<file path="src/rtl/vga_timing_pkg.sv">
// vga_timing_pkg: shared 640x480@60 timing constants, frame-buffer address
// field widths and the raster decode struct used by the VGA frame reader.
package vga_timing_pkg;

  // 640x480@60 timing, all horizontal values in pixels, vertical in lines.
  localparam int CLK_DIV_DEF       = 4;
  localparam int H_VIS_DEF         = 640;
  localparam int H_FP_DEF          = 16;
  localparam int H_SYNC_DEF        = 96;
  localparam int H_BP_DEF          = 48;
  localparam int V_VIS_DEF         = 480;
  localparam int V_FP_DEF          = 10;
  localparam int V_SYNC_DEF        = 2;
  localparam int V_BP_DEF          = 33;
  localparam int H_TOTAL           = 800;
  localparam int V_TOTAL           = 525;
  localparam int COLOUR_PERIOD_DEF = 60;

  // Raster counter width and frame-buffer address fields.
  localparam int CNT_W     = 10;
  localparam int FB_H_W    = 9;
  localparam int FB_V_W    = 8;
  localparam int FB_ADDR_W = FB_V_W + FB_H_W;

  // Raster decode of one (h, v) position; sync levels are active low.
  typedef struct packed {
    logic hs;
    logic vs;
    logic visible;
  } sync_t;

  // 2x2 doubling: drop bit 0 of each counter to form {V_ADDR, H_ADDR}.
  function automatic logic [FB_ADDR_W-1:0] fb_addr_of(input logic [CNT_W-1:0] h,
                                                      input logic [CNT_W-1:0] v);
    return {v[FB_V_W:1], h[FB_H_W:1]};
  endfunction

endpackage

</file>
<file path="src/rtl/vga_sync_gen.sv">
// vga_sync_gen: pixel-tick divider, raster counters and the raw sync /
// visible decode for the current position. FRAME_START is the tick at (0,0).
module vga_sync_gen
  import vga_timing_pkg::*;
#(
  parameter int CLK_DIV = CLK_DIV_DEF,
  parameter int H_VIS   = H_VIS_DEF,
  parameter int H_FP    = H_FP_DEF,
  parameter int H_SYNC  = H_SYNC_DEF,
  parameter int H_BP    = H_BP_DEF,
  parameter int V_VIS   = V_VIS_DEF,
  parameter int V_FP    = V_FP_DEF,
  parameter int V_SYNC  = V_SYNC_DEF,
  parameter int V_BP    = V_BP_DEF
) (
  input  logic             clk,
  input  logic             rst_n,
  output logic             tick,
  output logic             frame_start,
  output logic [CNT_W-1:0] hcount,
  output logic [CNT_W-1:0] vcount,
  output sync_t            sync_raw
);

  localparam int H_TOT = H_VIS + H_FP + H_SYNC + H_BP;
  localparam int V_TOT = V_VIS + V_FP + V_SYNC + V_BP;
  localparam int DIV_W = (CLK_DIV > 1) ? $clog2(CLK_DIV) : 1;

  localparam logic [DIV_W-1:0] DIV_LAST  = DIV_W'(CLK_DIV - 1);
  localparam logic [CNT_W-1:0] H_LAST    = CNT_W'(H_TOT - 1);
  localparam logic [CNT_W-1:0] V_LAST    = CNT_W'(V_TOT - 1);
  localparam logic [CNT_W-1:0] H_VIS_C   = CNT_W'(H_VIS);
  localparam logic [CNT_W-1:0] V_VIS_C   = CNT_W'(V_VIS);
  localparam logic [CNT_W-1:0] H_SYNC_LO = CNT_W'(H_VIS + H_FP);
  localparam logic [CNT_W-1:0] H_SYNC_HI = CNT_W'(H_VIS + H_FP + H_SYNC - 1);
  localparam logic [CNT_W-1:0] V_SYNC_LO = CNT_W'(V_VIS + V_FP);
  localparam logic [CNT_W-1:0] V_SYNC_HI = CNT_W'(V_VIS + V_FP + V_SYNC - 1);

  logic [DIV_W-1:0] div_q, div_d;
  logic [CNT_W-1:0] h_q, h_d;
  logic [CNT_W-1:0] v_q, v_d;

  // The tick is the last divider phase; all raster state moves on that edge.
  assign tick        = (div_q == DIV_LAST);
  assign frame_start = tick && (h_q == '0) && (v_q == '0);
  assign hcount      = h_q;
  assign vcount      = v_q;

  // Next divider phase and raster position; vcount steps when hcount wraps.
  always_comb begin
    div_d = tick ? '0 : div_q + 1'b1;
    h_d   = h_q;
    v_d   = v_q;
    if (tick) begin
      if (h_q == H_LAST) begin
        h_d = '0;
        v_d = (v_q == V_LAST) ? '0 : v_q + 1'b1;
      end else begin
        h_d = h_q + 1'b1;
      end
    end
  end

  // Divider and counter state; reset restarts the frame at (0,0).
  always_ff @(posedge clk or negedge rst_n) begin
    if (!rst_n) begin
      div_q <= '0;
      h_q   <= '0;
      v_q   <= '0;
    end else begin
      div_q <= div_d;
      h_q   <= h_d;
      v_q   <= v_d;
    end
  end

  // Raw decode of the current position, before the one-tick output delay.
  always_comb begin
    sync_raw.visible = (h_q < H_VIS_C) && (v_q < V_VIS_C);
    sync_raw.hs      = !((h_q >= H_SYNC_LO) && (h_q <= H_SYNC_HI));
    sync_raw.vs      = !((v_q >= V_SYNC_LO) && (v_q <= V_SYNC_HI));
  end

endmodule

</file>
<file path="src/rtl/vga_frame_reader.sv">
// vga_frame_reader: reads a 320x240x1bpp frame buffer with 2x2 doubling and
// drives 640x480@60 VGA. Optional feature macro COLOUR_CYCLE_EN adds a
// foreground colour offset that steps once every COLOUR_PERIOD frames.
//
// Timing per pixel: on tick edge E the address for (h,v) is registered, the
// buffer returns data at E+1, the data is sampled at E+2, and on the next tick
// edge colour and both syncs update together. Output latency is one tick.
module vga_frame_reader
  import vga_timing_pkg::*;
#(
  parameter int CLK_DIV       = CLK_DIV_DEF,
  parameter int H_VIS         = H_VIS_DEF,
  parameter int H_FP          = H_FP_DEF,
  parameter int H_SYNC        = H_SYNC_DEF,
  parameter int H_BP          = H_BP_DEF,
  parameter int V_VIS         = V_VIS_DEF,
  parameter int V_FP          = V_FP_DEF,
  parameter int V_SYNC        = V_SYNC_DEF,
  parameter int V_BP          = V_BP_DEF,
  parameter int COLOUR_PERIOD = COLOUR_PERIOD_DEF
) (
  input  logic                 CLK,
  input  logic                 RESET_N,
  input  logic [15:0]          COLOUR_IN,
  input  logic                 FB_DATA,
  output logic [FB_ADDR_W-1:0] FB_ADDR,
  output logic                 VGA_HS,
  output logic                 VGA_VS,
  output logic [7:0]           VGA_COLOUR,
  output logic                 FRAME_START
);

  // The data sample slot (tick + 2) must land before the next tick, the
  // raster must fit the 10-bit counters and the period the 8-bit frame counter.
  if (CLK_DIV < 3 || COLOUR_PERIOD < 1 || COLOUR_PERIOD > 256 ||
      (H_VIS + H_FP + H_SYNC + H_BP) > 1024 ||
      (V_VIS + V_FP + V_SYNC + V_BP) > 1024) begin : g_bad_params
    $error("vga_frame_reader: unsupported parameter set");
  end

  logic             tick;
  logic             frame_start;
  logic [CNT_W-1:0] hcount;
  logic [CNT_W-1:0] vcount;
  sync_t            sync_raw;

  vga_sync_gen #(
    .CLK_DIV (CLK_DIV),
    .H_VIS   (H_VIS),
    .H_FP    (H_FP),
    .H_SYNC  (H_SYNC),
    .H_BP    (H_BP),
    .V_VIS   (V_VIS),
    .V_FP    (V_FP),
    .V_SYNC  (V_SYNC),
    .V_BP    (V_BP)
  ) u_sync (
    .clk         (CLK),
    .rst_n       (RESET_N),
    .tick        (tick),
    .frame_start (frame_start),
    .hcount      (hcount),
    .vcount      (vcount),
    .sync_raw    (sync_raw)
  );

  logic [FB_ADDR_W-1:0] fb_addr_q, fb_addr_d;
  sync_t                sync_d1_q, sync_d1_d;
  logic [1:0]           tick_dly_q, tick_dly_d;
  logic                 data_q, data_d;
  logic                 hs_q, hs_d;
  logic                 vs_q, vs_d;
  logic [7:0]           colour_q, colour_d;
  logic [15:0]          latch_q, latch_d;
  logic [7:0]           fg_next;

`ifdef COLOUR_CYCLE_EN
  localparam logic [7:0] PERIOD_LAST = 8'(COLOUR_PERIOD - 1);

  logic [7:0] frame_cnt_q, frame_cnt_d;
  logic [7:0] offset_q, offset_d;

  // Count FRAME_START pulses; each wrap of the frame counter bumps the offset.
  always_comb begin
    frame_cnt_d = frame_cnt_q;
    offset_d    = offset_q;
    if (frame_start) begin
      if (frame_cnt_q == PERIOD_LAST) begin
        frame_cnt_d = '0;
        offset_d    = offset_q + 8'd1;
      end else begin
        frame_cnt_d = frame_cnt_q + 8'd1;
      end
    end
  end

  // Frame counter and offset state.
  always_ff @(posedge CLK or negedge RESET_N) begin
    if (!RESET_N) begin
      frame_cnt_q <= '0;
      offset_q    <= '0;
    end else begin
      frame_cnt_q <= frame_cnt_d;
      offset_q    <= offset_d;
    end
  end

  // A frame uses the offset as it stood before its own FRAME_START updates it.
  assign fg_next = COLOUR_IN[15:8] + offset_q;
`else
  assign fg_next = COLOUR_IN[15:8];
`endif

  // Address, pipeline and colour mapping, all stepped by the pixel tick.
  always_comb begin
    fb_addr_d  = fb_addr_q;
    sync_d1_d  = sync_d1_q;
    tick_dly_d = {tick_dly_q[0], tick};
    data_d     = data_q;
    hs_d       = hs_q;
    vs_d       = vs_q;
    colour_d   = colour_q;
    latch_d    = latch_q;
    if (tick) begin
      fb_addr_d = sync_raw.visible ? fb_addr_of(hcount, vcount) : '0;
      sync_d1_d = sync_raw;
      hs_d      = sync_d1_q.hs;
      vs_d      = sync_d1_q.vs;
      if (sync_d1_q.visible) begin
        colour_d = data_q ? latch_q[15:8] : latch_q[7:0];
      end else begin
        colour_d = 8'h00;
      end
    end
    if (tick_dly_q[1]) begin
      data_d = FB_DATA;
    end
    // Colours change only at frame boundaries, so a frame never tears.
    if (frame_start) begin
      latch_d = {fg_next, COLOUR_IN[7:0]};
    end
  end

  // Pipeline state; reset blanks the output and releases both syncs.
  always_ff @(posedge CLK or negedge RESET_N) begin
    if (!RESET_N) begin
      fb_addr_q  <= '0;
      sync_d1_q  <= '{hs: 1'b1, vs: 1'b1, visible: 1'b0};
      tick_dly_q <= '0;
      data_q     <= 1'b0;
      hs_q       <= 1'b1;
      vs_q       <= 1'b1;
      colour_q   <= 8'h00;
      latch_q    <= 16'h0000;
    end else begin
      fb_addr_q  <= fb_addr_d;
      sync_d1_q  <= sync_d1_d;
      tick_dly_q <= tick_dly_d;
      data_q     <= data_d;
      hs_q       <= hs_d;
      vs_q       <= vs_d;
      colour_q   <= colour_d;
      latch_q    <= latch_d;
    end
  end

  assign FB_ADDR     = fb_addr_q;
  assign VGA_HS      = hs_q;
  assign VGA_VS      = vs_q;
  assign VGA_COLOUR  = colour_q;
  assign FRAME_START = frame_start;

endmodule

</file>
<file path="config.mk">
export PLATFORM = sky130hd
export DESIGN_NAME = vga_frame_reader
export DESIGN_NICKNAME = d
export VERILOG_FILES = /design/src/rtl/vga_timing_pkg.sv /design/src/rtl/vga_sync_gen.sv /design/src/rtl/vga_frame_reader.sv
export SDC_FILE = /design/constraint.sdc
export NUM_CORES = 1
export LEC_CHECK = 0
export CAP_MARGIN = 25
export CORE_UTILIZATION = 55
export DETAILED_ROUTE_END_ITERATION = 6
export PLACE_DENSITY = 0.81
export SLEW_MARGIN = 15
export SYNTH_ARGS = -nofsm -noshare
export SYNTH_HDL_FRONTEND = slang
export SYNTH_SLANG_ARGS = --single-unit
</file>
<file path="constraint.sdc">
create_clock -name CLK -period 5.6 [get_ports CLK]
set_clock_uncertainty 0.05 [all_clocks]
set_input_delay 1.12 -clock CLK [delete_from_list [all_inputs] [get_ports CLK]]
set_output_delay 1.12 -clock CLK [all_outputs]
set_load 0.01 [all_outputs]
</file>
=== Word-level counts from Yosys, hierarchy flattened ===
Index checks and enable logic that the tools add are counted.

* Input port bits: 19
* Bits in registers: 71
* Output and inout bits: 28
* Logic and storage cells: 41

* Reductions and logical operators: 10
* Multiplexer cells: 6
* Eq/ne operators: 3
* $lt $le $gt $ge: 6
* $add $sub $neg: 3

{| class="wikitable"
|+ Operator list
! cell !! count
|-
| $add A10 B1 Y10 const B || 2
|-
| $eq A10 B10 Y1 const B || 2
|-
| $logic_not A10 Y1 || 2
|-
| $mux W10 || 2
|-
| $mux W17 || 1
|-
| $mux W8 || 2
|-
| $ge A10 B10 Y1 const B || 1
|-
| $ge A10 B9 Y1 const B || 1
|-
| $le A10 B10 Y1 const B || 1
|-
| $le A10 B9 Y1 const B || 1
|-
| $lt A10 B10 Y1 const B || 1
|-
| $lt A10 B9 Y1 const B || 1
|-
| $logic_and A1 B1 Y1 || 5
|-
| $add A2 B1 Y2 const B || 1
|-
| $eq A2 B2 Y1 const B || 1
|-
| $logic_not A1 Y1 || 2
|-
| $mux W2 || 1
|-
| $reduce_and A2 Y1 || 1
|}

=== Depth between registers and ports, before layout ===
Gate-level depths: netlist of the first run.

* Word-level depth: 3
* Gate-level depth with buffers: 7
* Depth with buffers taken out: 5

=== Hierarchy ===
Synthesis of the first run repeated with hierarchy kept, for this count alone.

* Cells, all modules: 281
* Area total of the unflattened synthesis: 3,221.8 sq um

{| class="wikitable"
|+ Modules (own cells, without submodules)
! module !! area each (sq um) !! seq. area each (sq um) !! times used !! cells an instance
|-
| vga_frame_reader || 2,004.4 || 1,231.2 || 1 || 157
|-
| vga_sync_gen || 1,217.4 || 550.5 || 1 || 124
|}

=== Least setup slack after synthesis of the first run ===
Ideal clock, no wire load.

* Path type: flip-flop to output port
* Start point: register u_sync.div_q[0]
* End point: output FRAME_START
* Arrival: 1.323 ns
* Stages on the path, launching flop included: 8
* Buffers on the path: 2
* Required time: 4.430 ns
* Setup slack: 3.107 ns
* Cell sequence: dfrtp_1 ha_1 clkbuf_2 inv_1 clkbuf_1 nor4_1 nand4_1 nor2_1

* Word-level cells in the longest chain between the ends: 3

{| class="wikitable"
|+ RTL lines
! what !! RTL line !! RTL
|-
| from (decl) || vga_sync_gen.sv:39 || <nowiki>logic [DIV_W-1:0] div_q, div_d;</nowiki>
|-
| from (signal assigned) || vga_sync_gen.sv:71 || <nowiki>div_q <= div_d;</nowiki>
|-
| $eq A2 B2 Y1 || vga_sync_gen.sv:44 || <nowiki>assign tick = (div_q == DIV_LAST);</nowiki>
|-
| named net tick || vga_frame_reader.sv:41 || <nowiki>logic tick;</nowiki>
|-
| $logic_and A1 B1 Y1 (2 in a row) || vga_sync_gen.sv:45 || <nowiki>assign frame_start = tick && (h_q == '0) && (v_q == '0);</nowiki>
|-
| to (decl) || vga_frame_reader.sv:30 || <nowiki>output logic FRAME_START</nowiki>
|}

The timed path passes the listed nets, and every way through them passes these cells.

=== Worst setup path after layout of the first run ===
Ends and elaborated chain as after synthesis.

==> impl_metrics.ini, run 1 <==
[status]
outcome = finished clean

[cts]
clkTransAtPathRegs_ps = 70
clk_latency_ps = 340
clockBufferDepth = 2
cts-hold-fix-buffers = 0
root_buffer = clkbuf_8
post_cts_resize_count = 0
cts_sinks = 71
cts_buffers = 9
htreeDepth = 3
cts_setup_buffers = 0
cts_tree = yes

[floorplan]
rows = 27
start_util = 0.574
die-area_um2 = 6090
pin_count = 47
core_um2 = 5540
chipWidth_um = 78.0
die_y_um = 78.0

[drt]
drt-total-wl_mm = 6.14
drtIter0Drc = 140
vias = 2152
avgRoutedWirePerCell_um = 16.5
dr.pass1.iters = 4
antenna_left = 0
drc = 0
viasPerCell = 5.77

[critical_path]
worstPathArrival_ps = 2980
crit_end = FRAME_START
ff2ff_path_depth = 5
r2r-start = u_sync.div_q[0]
crit_type = flip-flop to output pin
cpPeakStageDelay_ps = 580
path_buf_inv = 2
worst-path-stages = 6
end_kind = output pin
startpoint_type = flip-flop
cpMaxStageDelayCell = inv_1
worstSetupStartpoint = u_sync.div_q[0]
cp_top_family = buffers and inverters
cp_cell_sequence = ha_1, inv_1, nor4_1, nand4_1, nor2_1, clkdlybuf4s50_1
rrSetupSlack_ps = 2980
r2r-end = latch_q[4]
crit_path_max_fanout = 29
worst_ep_required_time_ps = 4430

[pwr]
power.leakage_nw = 1.63
worst_ir_drop_vdd_mv = 0.174
cellPowerDensity_nw_per_um2 = 267

[synthesis]
synth.top_cells.by_area = dfrtp_1, mux2_4, a22o_1
synth_area_leader_cell = dfrtp_1
synth-edff-count = 0
synth-seq-cells = 71
syn_area_um2 = 3180
yosys_warnings = 0
ys_types = 46
syn_nets = 283
yosysSeqAreaShare = 0.561
synthFlopType = dfrtp_1
synthCells = 258
ys_async_sr_fraction = 1.00
synth_area_per_cell_um2 = 12.3
synth_top_area_frac = 0.528

[placed_design]
pre_cts_slack_ps = 1850
post_dp_cell_area_um2 = 3620
dp_hpwl_mm = 4.06
numPortBuffers = 46
gp_congestion = 0.837
place_inst = 357

[sta]
hold_violations = 0
setup-violations-final = 0
finalMaxSlewViolations = 0
fin_crit_ps = 4150
setup_ws_ps = 1450
worst_slew_pin_slew_ps = 978
finalSetupTns_ps = 0
rsz0062_at_grt = no
fmax_mhz = 241
slew_headroom = 0.346
period_share = 0.740

[grt]
overflow = 0
grt_pass1_vias = 2125
grt_usage = 0.222
grt_antenna_before_repair = 0
grt_start_max_net_pins = 72
grt_pass1_wl_mm = 10.3

[flow_run]
cap_violations = 0

[layout]
area_growth_pct = 21.0
design_area_um2 = 3850
mostFrequentLayoutCell = dfrtp_1
instances_no_fill = 373
drive_gt1_frac = 0.159
antenna-diode-count = 0
fillers = 389
regArea_um2 = 1780
multi_input_area_um2 = 1260
nets = 321
final_cell_mix = dfrtp_1, clkdlybuf4s50_1, a22o_1

[worst_hold_path]
hp-class = flip-flop to flip-flop
## cell type report
cell class / instances / area share
Multi-Input combinational cell: 160 / 0.327
Timing Repair Buffer: 48 / 0.122
Sequential cell: 71 / 0.463
Clock inverter: 5 / 0.0211
Clock buffer: 11 / 0.0368
Tap cell: 72 / 0.0234
Inverter: 6 / 0.00586
## metrics by stage
stage	hold WS (ps)	total power [W]	util
detailed placement	285	0.000591	0.654
floorplan	281	0.000556	-
finish	301	0.00103	0.694
global placement	285	0.000590	0.654
global route	312	0.00106	0.694
CTS	301	0.00104	0.694
## cells by family (layout without fill, tap and decap cells)
kind of cell             Yosys count  in the layout  synth area share
flip-flops                        71             71             0.561
AND/OR/NAND/NOR                   70             70             0.128
AO/OA/AOI/OAI                     46             46             0.109
multiplexers                      27             27             0.104
buffers and inverters             27             70            0.0433
XOR/XNOR                          11             11            0.0303
adder cells (fa/ha/maj)            6              6            0.0236
## metal layers
metal	vias to the layer above	routed length (µm)	track usage
li1	1012	-	-
met1	1089	2890	0.293
met2	43	2920	0.352
met3	8	264	0.0558
met4	0	63	0.0889
met5	-	0	0
## cells in the mapped netlist, drive strengths merged, types with 6 or more instances
| cell | count |
|---|---|
| a21oi | 6 |
| a22o | 17 |
| buf | 12 |
| clkbuf | 9 |
| dfrtp | 67 |
| ha | 6 |
| inv | 6 |
| mux2 | 19 |
| mux2i | 8 |
| nand2 | 11 |
| nand3 | 10 |
| nand4 | 8 |
| nor2 | 15 |
| nor3 | 6 |
| nor4 | 7 |
| o21ai | 6 |
| o2bb2ai | 8 |
| xnor2 | 8 |
## worst reg2reg max path, delay by kind of cell (launching register included)
family | cells | cell delay [ps]
flip-flops | 1 | 360
adder cells (fa/ha/maj) | 1 | 540
multiplexers | 1 | 430
AND/OR/NAND/NOR | 3 | 1130
## how the worst min path moves through the flow
stage	from	to	slack (ps)	cells past startpoint
after floorplan	tick_dly_q[0]	tick_dly_q[1]	280	0
after global placement	tick_dly_q[0]	tick_dly_q[1]	280	0
after detailed placement	tick_dly_q[0]	tick_dly_q[1]	280	0
after CTS	tick_dly_q[0]	tick_dly_q[1]	300	0
after global routing	tick_dly_q[0]	tick_dly_q[1]	310	0
final	tick_dly_q[0]	tick_dly_q[1]	300	0
## power breakdown
group / internal, W / switching, W / total (W)
clock network: 0.000263 / 0.000183 / 0.000446
logic: 0.0000302 / 0.0000188 / 0.0000491
registers: 0.000523 / 0.00000746 / 0.000531
total: 0.000817 / 0.000209 / 0.00103
## registers in the layout (all words and copies together), names as in the netlist
register / flops
u_sync.div_q: 2
FB_ADDR: 17
tick_dly_q: 2
VGA_HS: 1
sync_d1_q: 3
VGA_COLOUR: 8
latch_q: 16
u_sync.vcount: 10
data_q: 1
u_sync.hcount: 10
VGA_VS: 1
Note: power is estimated with default switching activity, not from simulation.
==> inputs of run 2 (changes only) <==
--- a/config.mk
+++ b/config.mk
@@ -6,9 +6,9 @@
 export NUM_CORES = 1
 export LEC_CHECK = 0
 export CAP_MARGIN = 25
-export CORE_UTILIZATION = 55
+export CORE_UTILIZATION = 54
 export DETAILED_ROUTE_END_ITERATION = 6
-export PLACE_DENSITY = 0.81
+export PLACE_DENSITY = 0.8
 export SLEW_MARGIN = 15
 export SYNTH_ARGS = -nofsm -noshare
 export SYNTH_HDL_FRONTEND = slang
==> constraint.sdc (replaced) <==
create_clock -name CLK -period 4 [get_ports CLK]
set_clock_uncertainty 0.05 [all_clocks]
set_input_delay 0.8 -clock CLK [delete_from_list [all_inputs] [get_ports CLK]]
set_output_delay 0.8 -clock CLK [all_outputs]
set_load 0.01 [all_outputs]
==> impl_metrics.ini, run 2 (synthesis gave the netlist of run 1 again) <==
[status]
outcome = finished clean

[sta]
setup-violations-final = 0
hold_violations = 0
period_share = 0.739
worst_slew_pin_slew_ps = 1020
rsz0062_at_grt = no
finalMaxSlewViolations = 0
fin_crit_ps = 2960
hold_slack_ps = 302
slew_headroom = 0.318
fmax_mhz = 338
finalSetupTns_ps = 0

[critical_path]
ff2ff_path_depth = 4
end_kind = output pin
cpPeakStageDelay_ps = 540
worstPathArrival_ps = 2110
crit_type = flip-flop to output pin
r2r-start = u_sync.vcount[6]
crit_path_max_fanout = 29
startpoint_type = flip-flop
crit_end = FRAME_START
cpMaxStageDelayCell = clkdlybuf4s50_1
worstSetupStartpoint = u_sync.div_q[0]
rrSetupSlack_ps = 1590
cp_cell_sequence = ha_1, inv_1, buf_4, nor4_1, nand4_1, nor2_1, clkdlybuf4s50_1
worst_ep_required_time_ps = 3150
r2r-end = latch_q[2]

[pwr]
power.leakage_nw = 1.62
power_w = 0.00136
worst_ir_drop_vdd_mv = 0.264
cellPowerDensity_nw_per_um2 = 355

[drt]
drt-total-wl_mm = 6.01
vias = 2136
drtIter0Drc = 112
antenna_left = 0
avgRoutedWirePerCell_um = 16.1
drc = 0
dr.pass1.iters = 4
viasPerCell = 5.71

[grt]
overflow = 0
grt_start_max_net_pins = 72
grt_pass1_wl_mm = 10.1
grt_usage = 0.219
grt_antenna_before_repair = 0
grt_pass1_vias = 2044

[cts]
post_cts_resize_count = 0
clkTransAtPathRegs_ps = 70
cts-hold-fix-buffers = 0
cts_sinks = 71
cts_tree = yes
htreeDepth = 3
root_buffer = clkbuf_8
clockBufferDepth = 2
cts_setup_buffers = 0
clk_latency_ps = 350
cts_buffers = 9

[layout]
fillers = 417
antenna-diode-count = 0
final_cell_mix = dfrtp_1, clkdlybuf4s50_1, a22o_1
fin_util = 0.686
area_growth_pct = 20.4
nets = 323
mostFrequentLayoutCell = dfrtp_1
multi_input_area_um2 = 1260
largest_register_ffs = 17
design_area_um2 = 3820
regArea_um2 = 1780
drive_gt1_frac = 0.166

[floorplan]
die_y_um = 78.7
pin_count = 47
core_um2 = 5570
rows = 27
start_util = 0.570
die-area_um2 = 6200
chipWidth_um = 78.7

[placed_design]
gp_congestion = 0.827
numPortBuffers = 46
dp_hpwl_mm = 4.01
post_dp_cell_area_um2 = 3640

[flow_run]
cap_violations = 0

[worst_hold_path]
hp-class = flip-flop to flip-flop
## run 2: cell types whose count changed in the layout (fill, tap and decap cells not counted), sizes merged
| cell | change |
|---|---|
| bufinv | -1 |
| clkbuf | -2 |
| clkinvlp | +2 |
| buf | +2 |
## run 2: critical path: cells and delay by family (launching register included)
kind          cells  cell delay [ps]
flops             1              350
buf+inv           3              810
simple gates      3              450
fa+ha+maj         1              160
## run 2: worst min path at each step
stage | to | slack, ps | start | cells past startpoint
after CTS | tick_dly_q[1] | 300 | tick_dly_q[0] | 0
after detailed placement | tick_dly_q[1] | 290 | tick_dly_q[0] | 0
final | tick_dly_q[1] | 300 | tick_dly_q[0] | 0
after global placement | tick_dly_q[1] | 280 | tick_dly_q[0] | 0
after global routing | tick_dly_q[1] | 320 | tick_dly_q[0] | 0
after floorplan | tick_dly_q[1] | 280 | tick_dly_q[0] | 0
## run 2: where the power goes
part,internal [W],total (W),switching (W)
clock network,0.000282,0.000547,0.000265
logic,0.0000424,0.0000694,0.0000270
registers,0.000733,0.000743,0.0000105
total,0.00106,0.00136,0.000303
## run 2: layer usage
| metal | vias to the layer above | global-route usage | wire (µm) |
|---|---|---|---|
| met5 | - | 0 | 0 |
| met4 | 0 | 0.0611 | 57 |
| met3 | 6 | 0.0736 | 305 |
| met2 | 65 | 0.337 | 2820 |
| met1 | 1055 | 0.299 | 2830 |
| li1 | 1010 | - | - |
## run 2: through the flow
stage / setup WS, ps / instances
after floorplan: 1830 / 258
after global placement: 1420 / 359
after detailed placement: 1380 / 359
after CTS: 998 / 374
after global routing: 828 / 374
final: 1040 / 374
## run 2: cell type report
class | count | area share
Multi-Input combinational cell | 160 | 0.329
Sequential cell | 71 | 0.466
Clock buffer | 9 | 0.0324
Inverter | 6 | 0.00589
Tap cell | 72 | 0.0236
Clock inverter | 6 | 0.0164
Timing Repair Buffer | 50 | 0.127
